### src/rtl/mpy_arbiter.sv
// rtl/mpy_arbiter.sv - round-robin sequencer sharing one slow multiplier among NREQ requesters
// Grants one operand pair at a time, waits for the product, and aborts hung multiplies via a watchdog.
module mpy_arbiter #(
    parameter int NREQ      = 4,
    parameter int LGNREQ    = 2,
    parameter int NA        = 33,
    parameter int LGTIMEOUT = 7
) (
    input  logic                 i_clk,
    input  logic                 i_reset_n,
    input  logic [NREQ-1:0]      i_req_stb,
    input  logic [NREQ*NA-1:0]   i_req_a,
    input  logic [NREQ*NA-1:0]   i_req_b,
    output logic [NREQ-1:0]      o_req_ack,
    output logic                 o_rsp_valid,
    output logic [LGNREQ-1:0]    o_rsp_id,
    output logic [2*NA-1:0]      o_rsp_p,
    output logic                 o_rsp_err,
    output logic                 o_busy,
    output logic                 o_mpy_reset,
    output logic                 o_mpy_stb,
    output logic [NA-1:0]        o_mpy_a,
    output logic [NA-1:0]        o_mpy_b,
    input  logic                 i_mpy_busy,
    input  logic                 i_mpy_done,
    input  logic [2*NA-1:0]      i_mpy_p
);

    typedef enum logic [1:0] {
        S_IDLE  = 2'd0,
        S_ISSUE = 2'd1,
        S_WAIT  = 2'd2,
        S_ABORT = 2'd3
    } state_t;

    localparam logic [LGTIMEOUT-1:0] WD_MAX = '1;
    localparam logic [NREQ-1:0]      ONE_HOT0 = {{(NREQ-1){1'b0}}, 1'b1};

    state_t                 r_state;
    logic [LGNREQ-1:0]      r_last;
    logic [LGNREQ-1:0]      r_id;
    logic [LGTIMEOUT-1:0]   r_wdog;
    logic [NREQ-1:0]        r_req_ack;
    logic                   r_rsp_valid;
    logic [LGNREQ-1:0]      r_rsp_id;
    logic [2*NA-1:0]        r_rsp_p;
    logic                   r_rsp_err;
    logic                   r_mpy_reset;
    logic                   r_mpy_stb;
    logic [NA-1:0]          r_mpy_a;
    logic [NA-1:0]          r_mpy_b;

    logic                   w_grant_vld;
    logic [LGNREQ-1:0]      w_grant;
    int                     w_idx;

    // Search last+1, last+2, ... with wrap; scanning from the far end lets the nearest hit win.
    always_comb begin
        w_grant_vld = 1'b0;
        w_grant     = '0;
        w_idx       = 0;
        for (int i = NREQ; i >= 1; i--) begin
            w_idx = int'(r_last) + i;
            if (w_idx >= NREQ)
                w_idx = w_idx - NREQ;
            if (i_req_stb[w_idx]) begin
                w_grant_vld = 1'b1;
                w_grant     = LGNREQ'(w_idx);
            end
        end
    end

    always_ff @(posedge i_clk or negedge i_reset_n) begin
        if (!i_reset_n) begin
            r_state     <= S_IDLE;
            r_last      <= LGNREQ'(NREQ - 1);
            r_id        <= '0;
            r_wdog      <= '0;
            r_req_ack   <= '0;
            r_rsp_valid <= 1'b0;
            r_rsp_id    <= '0;
            r_rsp_p     <= '0;
            r_rsp_err   <= 1'b0;
            r_mpy_reset <= 1'b1;
            r_mpy_stb   <= 1'b0;
            r_mpy_a     <= '0;
            r_mpy_b     <= '0;
        end else begin
            r_req_ack   <= '0;
            r_rsp_valid <= 1'b0;
            case (r_state)
                S_IDLE: begin
                    r_mpy_reset <= 1'b0;
                    if (w_grant_vld && !i_mpy_busy && !r_mpy_reset) begin
                        r_mpy_a   <= i_req_a[w_grant*NA +: NA];
                        r_mpy_b   <= i_req_b[w_grant*NA +: NA];
                        r_id      <= w_grant;
                        r_last    <= w_grant;
                        r_req_ack <= ONE_HOT0 << w_grant;
                        r_mpy_stb <= 1'b1;
                        r_wdog    <= '0;
                        r_state   <= S_ISSUE;
                    end
                end
                S_ISSUE: begin
                    r_mpy_stb <= 1'b0;
                    if (i_mpy_busy) begin
                        // The first WAIT cycle counts as one, so expiry lands on the 2^LGTIMEOUT-1'th WAIT cycle.
                        r_wdog  <= LGTIMEOUT'(1);
                        r_state <= S_WAIT;
                    end else if (r_wdog == WD_MAX) begin
                        r_mpy_reset <= 1'b1;
                        r_rsp_valid <= 1'b1;
                        r_rsp_err   <= 1'b1;
                        r_rsp_p     <= '0;
                        r_rsp_id    <= r_id;
                        r_wdog      <= '0;
                        r_state     <= S_ABORT;
                    end else begin
                        r_wdog <= r_wdog + 1'b1;
                    end
                end
                S_WAIT: begin
                    if (i_mpy_done) begin
                        r_rsp_valid <= 1'b1;
                        r_rsp_err   <= 1'b0;
                        r_rsp_p     <= i_mpy_p;
                        r_rsp_id    <= r_id;
                        r_state     <= S_IDLE;
                    end else if (r_wdog == WD_MAX) begin
                        r_mpy_reset <= 1'b1;
                        r_rsp_valid <= 1'b1;
                        r_rsp_err   <= 1'b1;
                        r_rsp_p     <= '0;
                        r_rsp_id    <= r_id;
                        r_wdog      <= '0;
                        r_state     <= S_ABORT;
                    end else begin
                        r_wdog <= r_wdog + 1'b1;
                    end
                end
                S_ABORT: begin
                    // Multiplier reset is held for two cycles, counted in the watchdog register.
                    if (r_wdog[0]) begin
                        r_mpy_reset <= 1'b0;
                        r_wdog      <= '0;
                        r_state     <= S_IDLE;
                    end else begin
                        r_wdog <= r_wdog + 1'b1;
                    end
                end
                default: r_state <= S_IDLE;
            endcase
        end
    end

    assign o_req_ack   = r_req_ack;
    assign o_rsp_valid = r_rsp_valid;
    assign o_rsp_id    = r_rsp_id;
    assign o_rsp_p     = r_rsp_p;
    assign o_rsp_err   = r_rsp_err;
    assign o_busy      = (r_state != S_IDLE);
    assign o_mpy_reset = r_mpy_reset;
    assign o_mpy_stb   = r_mpy_stb;
    assign o_mpy_a     = r_mpy_a;
    assign o_mpy_b     = r_mpy_b;

endmodule
### config.mk
export PLATFORM = sky130hd
export DESIGN_NAME = mpy_arbiter
export DESIGN_NICKNAME = d
export VERILOG_FILES = /design/src/rtl/mpy_arbiter.sv
export SDC_FILE = /design/constraint.sdc
export NUM_CORES = 1
export LEC_CHECK = 0
export ABC_AREA = 1
export BUFFER_PORTS_ARGS = -buffer_cell sky130_fd_sc_hd__buf_2
export CAP_MARGIN = 10
export CORE_AREA = 8 8 179 181
export CTS_CLUSTER_SIZE = 24
export DETAILED_ROUTE_END_ITERATION = 16
export DIE_AREA = 0 0 187 189
export SYNTH_ARGS = -nofsm -noshare
export SYNTH_HDL_FRONTEND = slang
export SYNTH_SLANG_ARGS = --single-unit
### constraint.sdc
create_clock -name i_clk -period 4.14 [get_ports i_clk]
set_input_delay 0.828 -clock i_clk [delete_from_list [all_inputs] [get_ports i_clk]]
set_output_delay 0.828 -clock i_clk [all_outputs]
set_load 0.1 [all_outputs]
Word-level counts from Yosys, hierarchy flattened
Cells that the tools add are included.
{"block": "op_classes", "n_addsub": 9, "mul": 1, "div": 0, "n_lt_le_gt_ge": 8, "n_eq_ne": 8, "shifts": 3, "mux": 61, "bitwise_logic": 0, "reduce_logical": 14}
{"cell": "$shiftx A132 B9 Y33", "count": 2}
{"cell": "$mux W66", "count": 3}
{"cell": "$pmux W66 S2", "count": 1}
{"cell": "$lt A32 B4 Y1 const B", "count": 4}
{"cell": "$mux W32", "count": 4}
{"cell": "$mux W7", "count": 5}
{"cell": "$pmux W7 S4", "count": 1}
{"cell": "$mux W2", "count": 12}
{"cell": "$mux W1", "count": 23}
{"cell": "$sub A3 B3 Y4 const B", "count": 3}
{"cell": "$reduce_and A2 Y1", "count": 5}
{"cell": "$ge A3 B3 Y1 const B", "count": 3}
{"cell": "$bmux W1 S2", "count": 4}
{"cell": "$mul A2 B6 Y8 const B", "count": 1}
{"cell": "$mux W4", "count": 2}
{"cell": "$ne A2 B2 Y1 const B", "count": 4}
{"cell": "$pmux W2 S4", "count": 1}
{"cell": "$add A7 B1 Y7 const B", "count": 1}
{"cell": "$eq A7 B7 Y1 const B", "count": 1}
{"cell": "$add A2 B2 Y3 const B", "count": 2}
{"cell": "$pmux W1 S2", "count": 3}
{"cell": "$reduce_bool A2 Y1", "count": 3}
{"cell": "$sub A4 B3 Y5 const B", "count": 1}
{"cell": "$add A2 B3 Y4 const B", "count": 1}
{"cell": "11 further kinds", "count": 14}
{"block": "word_totals", "ff_bits": 155, "latch_bits": 0, "ramBits": 0, "mem_bits_ro": 0, "input_bits": 338, "output_inout_bits": 143, "word_cells": 117, "mem_count": 0}

Logic depth before layout (Yosys ltp)
Gate-level depths: netlist of run 1.
{"block": "depth", "word_depth": 14, "mapped_depth": 16, "ltp_nobuf": 14}

Least setup slack after synthesis of run 1
OpenSTA, ideal clock, no wires.
{"block": "synth_path", "path_kind": "register to output", "from": "reg r_state[0]", "to": "out o_busy", "t_arrival_ns": 1.377, "required_ns": 3.312, "setup_slack_ns": 1.935, "path_stages_with_launch": 4, "path_buffers": 0, "path_cell_list": "dfrtp_1 > inv_1 > ha_1 > inv_1"}
{"block": "synth_between", "elab_chain_len": 1}
{"element": "start, declared", "line": "39", "text": "state_t r_state;"}
{"element": "start signal, assigned", "line": "75", "text": "r_state <= S_IDLE;"}
{"element": "start signal, assigned", "line": "102", "text": "r_state <= S_ISSUE;"}
{"element": "start signal, assigned", "line": "110", "text": "r_state <= S_WAIT;"}
{"element": "$reduce_bool A2 Y1", "line": "162", "text": "assign o_busy = (r_state != S_IDLE);"}
{"element": "end, declared", "line": "19", "text": "output logic o_busy,"}
No other way between the ends.

Final worst setup path of run 1
Same ends and word-level chain as after synthesis.

==> summary.md, run 1 <==
| Metric | Value |
|---|---|
| Post-route ant nets | 0 |
| CTS Hold Bufs | 0 |
| Outcome | complete, no violations |
| Min Tclk post-route | 2740 ps |
| Number of buffers created by CTS | 17 |
| Post-Syn Instances | 1405 |
| Fmax | 0.364 GHz |
| Root buffer cell | clkbuf_16 |
| Final Util | 0.433 |
| Io pins | 481 |
| Post-DP HPWL | 28500 um |
| CP endpoint kind | output port |
| CTS max path bufs | 2 |
| CTS tree | yes |
| Resize count post-CTS | 0 |
| Initial antenna violation count | 5 |
| Fillcell total | 3184 |
| R2r endpoint | o_mpy_b[5] |
| Via/cell ratio | 4.59 |
| H-tree depth | 4 |
| Port Buffers | 480 |
| Final Hold Fails | 0 |
| Final net count | 2181 |
| Fraction of registers with async set/reset | 1.00 |
| Clk_skew | 17.6 ps |
| Synth area leader | dfrtp_1 |
| Largest net degree at the start of global routing | 99 |
| Crit path max fanout | 7 |
| Worst endpoint data arrival time | 1920 ps |
| Critical path launch point type | register |
| Register area share after synthesis | 0.411 |
| RePlAce Congestion | 0.894 |
| DR DRC count | 0 |
| Reg-to-reg critical path startpoint | r_last[0] |
| Worst-Margin Slew | 790 ps |
| Unrepaired setup endpoints after global routing | false |
| Final period util | 0.663 |
| Clock Latency Late Sink | 420 ps |
| Critical Path Start | r_state[0] |
| Final setup TNS | 0 ps |
| Tot GR Track Use | 0.201 |
| Post-CTS Setup Inserts | 0 |
| CP Class | reg -> out |
| Post-Route WL | 37000 um |
| Worst Hold Class | in -> async |
| Via count | 10300 |
| Setup slack, reg-to-reg | 1420 ps |
| Area contributors post-synth | dfrtp_1 (40%), nand2_1 (19%), nand3_1 (17%) |
| FF+latch area | 3880 um2 |
| Post-synthesis average cell area | 6.73 um2 |
| Worst R2R Path Depth | 11 |
| Layout cells sized above 1 | 0.309 |
| Slew Limit Fails | 0 |
| Dominant synthesized flop cell | dfrtp_1 |
| Number of synthesized register bits | 155 |
| Die Wd | 187 um |
| WL/cell | 16.5 um |
| Synth-to-Final Area Change | 33.9% |
| Final setup fails | 0 |
| Synth Net Count | 1749 |
| Post-synth EDFFs | 0 |
| Core area | 29200 um2 |
| Grt total ovfl | 0 |
| WHS | 359 ps |
| Req. time, crit path | 3310 ps |
| Synth cell types | 36 |
| Slew headroom | 0.473 |
| First-pass GRT wire length | 57500 um |
| Initial Util | 0.323 |
| Multi-input logic area | 4230 um2 |
| Starting DRT DRC Count | 763 |
| Vias in the first global route | 10500 |
| Clk slew on worst S/H paths | 80 ps |
| Die area | 35300 um2 |
| Max cap viols | 0 |
| Setup crit end | o_busy |
| Clock net sink count | 155 |
| First drt pass iteration count | 5 |
| Die height | 189 um |
| Post-synth top area share | 0.403 |
| # rows | 63 |
| Yosys warning count | 0 |
| Post-Syn Area | 9450 um2 |
state kept, by name, summed over array words and instances, names as in the netlist:
name,flops
o_mpy_a,33
o_rsp_id,2
r_state,2
o_rsp_valid,1
o_mpy_stb,1
o_req_ack,4
r_last,2
o_mpy_b,33
r_wdog,7
r_id,2
o_mpy_reset,1
o_rsp_p,66
o_rsp_err,1
layout make-up:
type | instances | area share
timing repair buffer | 497 | 0.202
tap | 390 | 0.0386
clock inverter | 15 | 0.0133
antenna | 5 | 0.000989
clock buffer | 17 | 0.0336
sequential | 155 | 0.307
multi-input combinational | 930 | 0.334
inverter | 236 | 0.0700
through the flow:
step	cells	worst slack (ps)	cell area [um2]
global route	2244	1170	12600
detailed placement	2208	1180	12000
floorplan	1405	1930	9450
global placement	2208	1240	12000
CTS	2240	1370	12600
finish	2245	1400	12600
cell usage in the layout, fill, tap and decap left out, types with 3 or more instances in the layout:
master / count
a21oi_1: 7
buf_2: 479
buf_4: 15
clkbuf_16: 17
clkinv_4: 3
clkinv_8: 4
dfrtp_1: 152
dfstp_2: 3
diode_2: 5
ha_1: 6
inv_1: 229
inv_2: 6
inv_6: 3
inv_8: 4
nand2_1: 487
nand2_2: 5
nand3_1: 312
nor2_1: 18
nor2_2: 3
o21ai_0: 7
o21ai_1: 5
or2_1: 41
or2_2: 20
worst min path at each step:
stage,start,endpoint,slack (ps),cells after the start
final,i_reset_n,o_rsp_p[58],360,1
after global routing,i_reset_n,o_rsp_p[47],380,1
after CTS,i_reset_n,o_rsp_p[58],370,1
after detailed placement,o_mpy_a[26],o_mpy_a[26],460,2
after global placement,o_mpy_b[31],o_mpy_b[31],460,2
after floorplan,r_id[1],r_id[1],440,2
cells by family after synthesis:
family / synth area share
AOI/OAI and AO/OA: 0.0187
muxes: 0.00119
adders and majority gates: 0.00794
xor gates and xnor gates: 0.000927
and+or+nand+nor: 0.416
DFF: 0.411
buffers and inverters: 0.145
synthesized netlist by cell type, types with 6 or more instances:
library cell	number
nand2_1	487
or2_1	41
ha_1	6
or2_2	20
clkbuf_1	23
nor2_1	21
buf_2	36
dfrtp_1	152
buf_6	14
nand2_2	6
nand3_1	312
a21oi_1	7
o21ai_0	7
buf_1	6
inv_1	230
critical path, cell delays in order, from the launching register on:
cell,delay (ps)
dfrtp_1,420
inv_1,80
ha_1,290
inv_1,210
buf_2,480
layer usage:
layer / vias up / routed length (um) / GRT usage
met5: - / 10 / 0
met2: 354 / 17900 / 0.340
met4: 2 / 1080 / 0.0739
met1: 4717 / 15700 / 0.246
met3: 53 / 2260 / 0.0497
li1: 5176 / - / -
Power of run 1 is not shown: default switching activity piles up to over one toggle a cycle in this logic, so the estimate is an artifact.
==> run 2: changes to the inputs <==
==> constraint.sdc (replaced) <==
create_clock -name i_clk -period 2.6 [get_ports i_clk]
set_input_delay 0.52 -clock i_clk [delete_from_list [all_inputs] [get_ports i_clk]]
set_output_delay 0.52 -clock i_clk [all_outputs]
set_load 0.1 [all_outputs]
==> run 2 against run 1 <==
First-iteration DRC count is 9.7% lower. Die area unchanged. Hold slack worse by 350 ps. Routed wire length fell by 0.88%. Global-route usage rose by 0.051 points. Via count rose by 0.88%. Sequential cell count unchanged. Largest cell class unchanged.
==> summary.md, run 2 (same netlist as run 1, synthesis figures left out) <==
| Metric | Value |
|---|---|
| Layout cells sized above 1 | 0.312 (was 0.309) |
| Via/cell ratio | 4.62 (was 4.59) |
| Root buffer cell | clkbuf_16 (unchanged) |
| CP Class | reg -> out (unchanged) |
| Largest net degree at the start of global routing | 74 (was 99) |
| Worst endpoint data arrival time | 1910 ps (was 1920 ps) |
| CTS Hold Bufs | 0 (unchanged) |
| Clock net sink count | 155 (unchanged) |
| Critical path launch point type | register (unchanged) |
| Via count | 10400 (was 10300) |
| Req. time, crit path | 2080 ps (was 3310 ps) |
| Die height | 189 um (unchanged) |
| Starting DRT DRC Count | 689 (was 763) |
| CTS tree | yes (unchanged) |
| Final net count | 2189 (was 2181) |
| Post-place setup slack | 216 ps (was 1180 ps) |
| Setup slack, reg-to-reg | 200 ps (was 1420 ps) |
| Post-DP HPWL | 28400 um (was 28500 um) |
| Tot GR Track Use | 0.202 (was 0.201) |
| Reg-to-reg critical path startpoint | r_last[0] (unchanged) |
| First-pass GRT wire length | 58100 um (was 57500 um) |
| WL/cell | 16.3 um (was 16.5 um) |
| Io pins | 481 (unchanged) |
| Die Wd | 187 um (unchanged) |
| Crit path max fanout | 7 (unchanged) |
| Worst R2R Path Depth | 13 (was 11) |
| Min Tclk post-route | 2430 ps |
| Unrepaired setup endpoints after global routing | false (unchanged) |
| Port Buffers | 480 (unchanged) |
| Resize count post-CTS | 0 (unchanged) |
| Post-Route WL | 36600 um (was 37000 um) |
| Die area | 35300 um2 (unchanged) |
| Worst-Margin Slew | 539 ps (was 790 ps) |
| Max cap viols | 0 (unchanged) |
| Clk slew on worst S/H paths | 70 ps (was 80 ps) |
| Core area | 29200 um2 (unchanged) |
| First drt pass iteration count | 4 (was 5) |
| Vias in the first global route | 10700 (was 10500) |
| Slack of the critical path | 171 ps (was 1400 ps) |
| Number of flip-flops in the largest register | 66 (unchanged) |
| Grt total ovfl | 0 (unchanged) |
| Synth-to-Final Area Change | 36.2% (was 33.9%) |
| Clock Latency Late Sink | 430 ps (was 420 ps) |
| Number of buffers created by CTS | 17 (unchanged) |
| H-tree depth | 4 (unchanged) |
| DR DRC count | 0 (unchanged) |
| Most common cell after layout, fill and taps aside | nand2_1 (unchanged) |
| Outcome | complete, no violations (unchanged) |
| Final setup TNS | 0 ps (unchanged) |
| Fmax | 0.412 GHz |
| Worst Hold Class | in -> async (unchanged) |
| Slew Limit Fails | 0 (unchanged) |
| # rows | 63 (unchanged) |
| Slew headroom | 0.643 (was 0.473) |
| CP endpoint kind | output port (unchanged) |
| Initial Util | 0.323 (unchanged) |
| Initial antenna violation count | 3 (was 5) |
| R2r endpoint | o_mpy_b[2] (was o_mpy_b[5]) |
| Final Hold Fails | 0 (unchanged) |
| Post-route ant nets | 0 (unchanged) |
| Commonest cells after routing, fill and taps aside | nand2_1 (487), buf_2 (479), nand3_1 (312) (unchanged) |
| CTS max path bufs | 2 (unchanged) |
| Clk_skew | 18.1 ps (was 17.6 ps) |
| Post-CTS Setup Inserts | 0 (unchanged) |
| RePlAce Congestion | 0.898 (was 0.894) |
| Final setup fails | 0 (unchanged) |
| Final Util | 0.440 (was 0.433) |
| Final period util | 0.934 |
## run 2: cell types whose count changed in the layout (fill, tap and decap cells not counted), sizes merged
cell / delta
diode: -3
bufinv: +3
buf: +8
clkinvlp: +3
inv: -1
clkinv: -6
## run 2: per-stage QoR
step           hold slack, ps  instances  instance area [um2]
3_3_place_gp              461       2216                12200
6_report                 4.95       2249                12900
3_5_place_dp              461       2216                12200
2_1_floorplan             224       1405                 9450
5_1_grt                  30.9       2249                12900
4_1_cts                  11.2       2247                12900
## run 2: layout make-up
type	instances	area (um2)
clock buffers	17	425
clock inverters	14	208
fillers	3072	16400
multi-input cells	930	4230
repair buffers	505	2750
diodes	2	5.00
inverters	236	886
well taps	390	488
flip-flops and latches	155	3880
## run 2: worst max path at each step
stage | startpoint | end | slack, ps | cells past startpoint
floorplan | r_wdog[0] | o_rsp_p[27] | 670 | 10
global route | r_last[0] | o_mpy_b[8] | 0.6 | 13
detailed placement | r_last[0] | o_mpy_b[2] | 220 | 13
finish | r_state[0] | o_busy | 170 | 4
CTS | r_state[0] | o_busy | 140 | 4
global placement | r_last[0] | o_mpy_b[2] | 300 | 13
## run 2: layer usage
layer / track usage / vias up / wire, um
li1: - / 5174 / -
met2: 0.343 / 351 / 17800
met3: 0.0425 / 67 / 2060
met1: 0.247 / 4799 / 15600
met5: 0 / - / 8
met4: 0.0800 / 2 / 1150
## run 2: worst max-delay path, cell delays in order, from the launching register on
cell and delay (ps):
dfrtp_1 420, inv_1 90, ha_1 280, inv_1 220, buf_2 480
Power of run 2 is left out for the same reason.
==> run 3: changes to the inputs <==
--- a/config.mk
+++ b/config.mk
@@ -8,10 +8,10 @@
 export ABC_AREA = 1
 export BUFFER_PORTS_ARGS = -buffer_cell sky130_fd_sc_hd__buf_2
 export CAP_MARGIN = 10
-export CORE_AREA = 8 8 179 181
+export CORE_AREA = 2 2 189 191
 export CTS_CLUSTER_SIZE = 24
 export DETAILED_ROUTE_END_ITERATION = 16
-export DIE_AREA = 0 0 187 189
+export DIE_AREA = 0 0 191 193
 export SYNTH_ARGS = -nofsm -noshare
 export SYNTH_HDL_FRONTEND = slang
 export SYNTH_SLANG_ARGS = --single-unit
==> run 3 against run 2 <==
Via count down 0.40%. Clock skew down 8.4 ps. Critical endpoint unchanged. Cell count up 3.2%.
==> summary.md, run 3 (same netlist as run 1, synthesis figures left out) <==
| Metric | Value |
|---|---|
| Grt total ovfl | 0 (unchanged) |
| Crit path buffers/inverters | 3 (unchanged) |
| Number of buffers created by CTS | 17 (unchanged) |
| Max cap viols | 0 (unchanged) |
| Final Util | 0.370 (was 0.440) |
| Initial Util | 0.270 (was 0.323) |
| Fillcell total | 3775 (was 3072) |
| Number of flip-flops in the largest register | 66 (unchanged) |
| Final Hold Fails | 0 (unchanged) |
| Vias in the first global route | 9595 (was 10700) |
| Final net count | 2186 (was 2189) |
| WHS | 17.6 ps (was 4.95 ps) |
| Io pins | 481 (unchanged) |
| Worst Hold Class | in -> async (unchanged) |
| Die Wd | 191 um (was 187 um) |
| Synth-to-Final Area Change | 36.8% (was 36.2%) |
| Slew headroom | 0.623 (was 0.643) |
| Core area | 35000 um2 (was 29200 um2) |
| Outcome | complete, no violations (unchanged) |
| Wl on met1 | 14300 um (was 15600 um) |
| RePlAce Congestion | 0.899 (was 0.898) |
| Worst R2R Path Depth | 13 (unchanged) |
| Post-route ant nets | 0 (unchanged) |
| Final period util | 0.947 (was 0.934) |
| CTS Hold Bufs | 0 (unchanged) |
| First-pass GRT wire length | 50900 um (was 58100 um) |
| Largest net degree at the start of global routing | 102 (was 74) |
| Resize count post-CTS | 0 (unchanged) |
| Slowest CP cell | buf_2 (unchanged) |
| CP most frequent cell | inv_1 (unchanged) |
| Most common cell after layout, fill and taps aside | nand2_1 (unchanged) |
| Critical path launch point type | register (unchanged) |
| R2r endpoint | o_mpy_a[3] (was o_mpy_b[2]) |
| Slew Limit Fails | 0 (unchanged) |
| Min Tclk post-route | 2460 ps (was 2430 ps) |
| Met2 Routed Length | 16000 um (was 17800 um) |
| Final setup fails | 0 (unchanged) |
| First drt pass iteration count | 5 (was 4) |
| Root buffer cell | clkbuf_16 (unchanged) |
| Reg-to-reg critical path startpoint | r_last[0] (unchanged) |
| Tot GR Track Use | 0.176 (was 0.202) |
| DR DRC count | 0 (unchanged) |
| CP Class | reg -> out (unchanged) |
| Port Buffers | 480 (unchanged) |
| Setup slack, reg-to-reg | 220 ps (was 200 ps) |
| Crit-path cells | inv_1, ha_1, inv_1, buf_2 (unchanged) |
| Worst endpoint data arrival time | 1940 ps (was 1910 ps) |
| Post-CTS Setup Inserts | 0 (unchanged) |
| Commonest cells after routing, fill and taps aside | nand2_1 (487), buf_2 (479), nand3_1 (312) (unchanged) |
| Req. time, crit path | 2080 ps (about the same) |
| Initial antenna violation count | 3 (unchanged) |
| Clock Latency Late Sink | 430 ps (about the same) |
| Crit path max-delay family | buffers and inverters (unchanged) |
| Clk slew on worst S/H paths | 70 ps (about the same) |
| Worst-Margin Slew | 569 ps (was 539 ps) |
| Final setup TNS | 0 ps (unchanged) |
| CP peak stage delay | 490 ps (was 480 ps) |
| Die area | 36900 um2 (was 35300 um2) |
| CP endpoint kind | output port (unchanged) |
| Crit path max fanout | 7 (unchanged) |
| Clock net sink count | 155 (unchanged) |
| Layout cells sized above 1 | 0.311 (was 0.312) |
| H-tree depth | 4 (unchanged) |
| # rows | 69 (was 63) |
| CTS max path bufs | 2 (unchanged) |
| Post-Route WL | 33800 um (was 36600 um) |
| WL/cell | 14.6 um (was 16.3 um) |
| Via/cell ratio | 4.46 (was 4.62) |
| CTS tree | yes (unchanged) |
| Unrepaired setup endpoints after global routing | false (unchanged) |
| Clk_skew | 9.74 ps (was 18.1 ps) |
| Starting DRT DRC Count | 623 (was 689) |
| Post-DP HPWL | 25400 um (was 28400 um) |
| Highest metal layer with signal wires | met4 (was met5) |
| Fmax | 0.406 GHz (was 0.412 GHz) |
| Met3 routed WL | 2290 um (was 2060 um) |
| Die height | 193 um (was 189 um) |
| Via count | 10400 (about the same) |
run 3: cell types whose count changed in the layout (fill, tap and decap cells not counted), sizes merged:
cell,change
buf,-3
clkbuf,+2
clkinv,+1
clkinvlp,-2
diode,+3
run 3: routing by layer:
metal  global-route usage  vias to the layer above
met5                    0                        -
met4               0.0748                        0
met3               0.0440                       61
met2                0.286                      355
met1                0.224                     4768
li1                     -                     5167
run 3: worst max-delay path by stage:
stage | startpoint | end | slack [ps] | cells after the start
after global routing | r_state[0] | o_busy | 20 | 4
after global placement | r_last[0] | o_mpy_b[29] | 310 | 14
after detailed placement | r_last[0] | o_mpy_b[29] | 290 | 14
final | r_state[0] | o_busy | 140 | 4
after CTS | r_state[0] | o_busy | 110 | 4
after floorplan | r_wdog[0] | o_rsp_p[27] | 670 | 10
run 3: area by class of cell:
class | instances | area (um2) | area share
Antenna cell | 5 | 12.5 | 0.000968
Clock buffer | 19 | 443 | 0.0343
Clock inverter | 13 | 180 | 0.0139
Inverter | 236 | 886 | 0.0685
Multi-Input combinational cell | 930 | 4230 | 0.327
Sequential cell | 155 | 3880 | 0.300
Tap cell | 461 | 577 | 0.0446
Timing Repair Buffer | 502 | 2720 | 0.211
run 3: through the flow:
stage / std cells / instance area, um2 / setup WS, ps
floorplan: 1405 / 9450 / 671
global placement: 2284 / 12300 / 308
detailed placement: 2284 / 12300 / 290
CTS: 2316 / 12900 / 107
global route: 2318 / 12900 / 18.5
finish: 2321 / 12900 / 138
Power of run 3 is left out for the same reason.
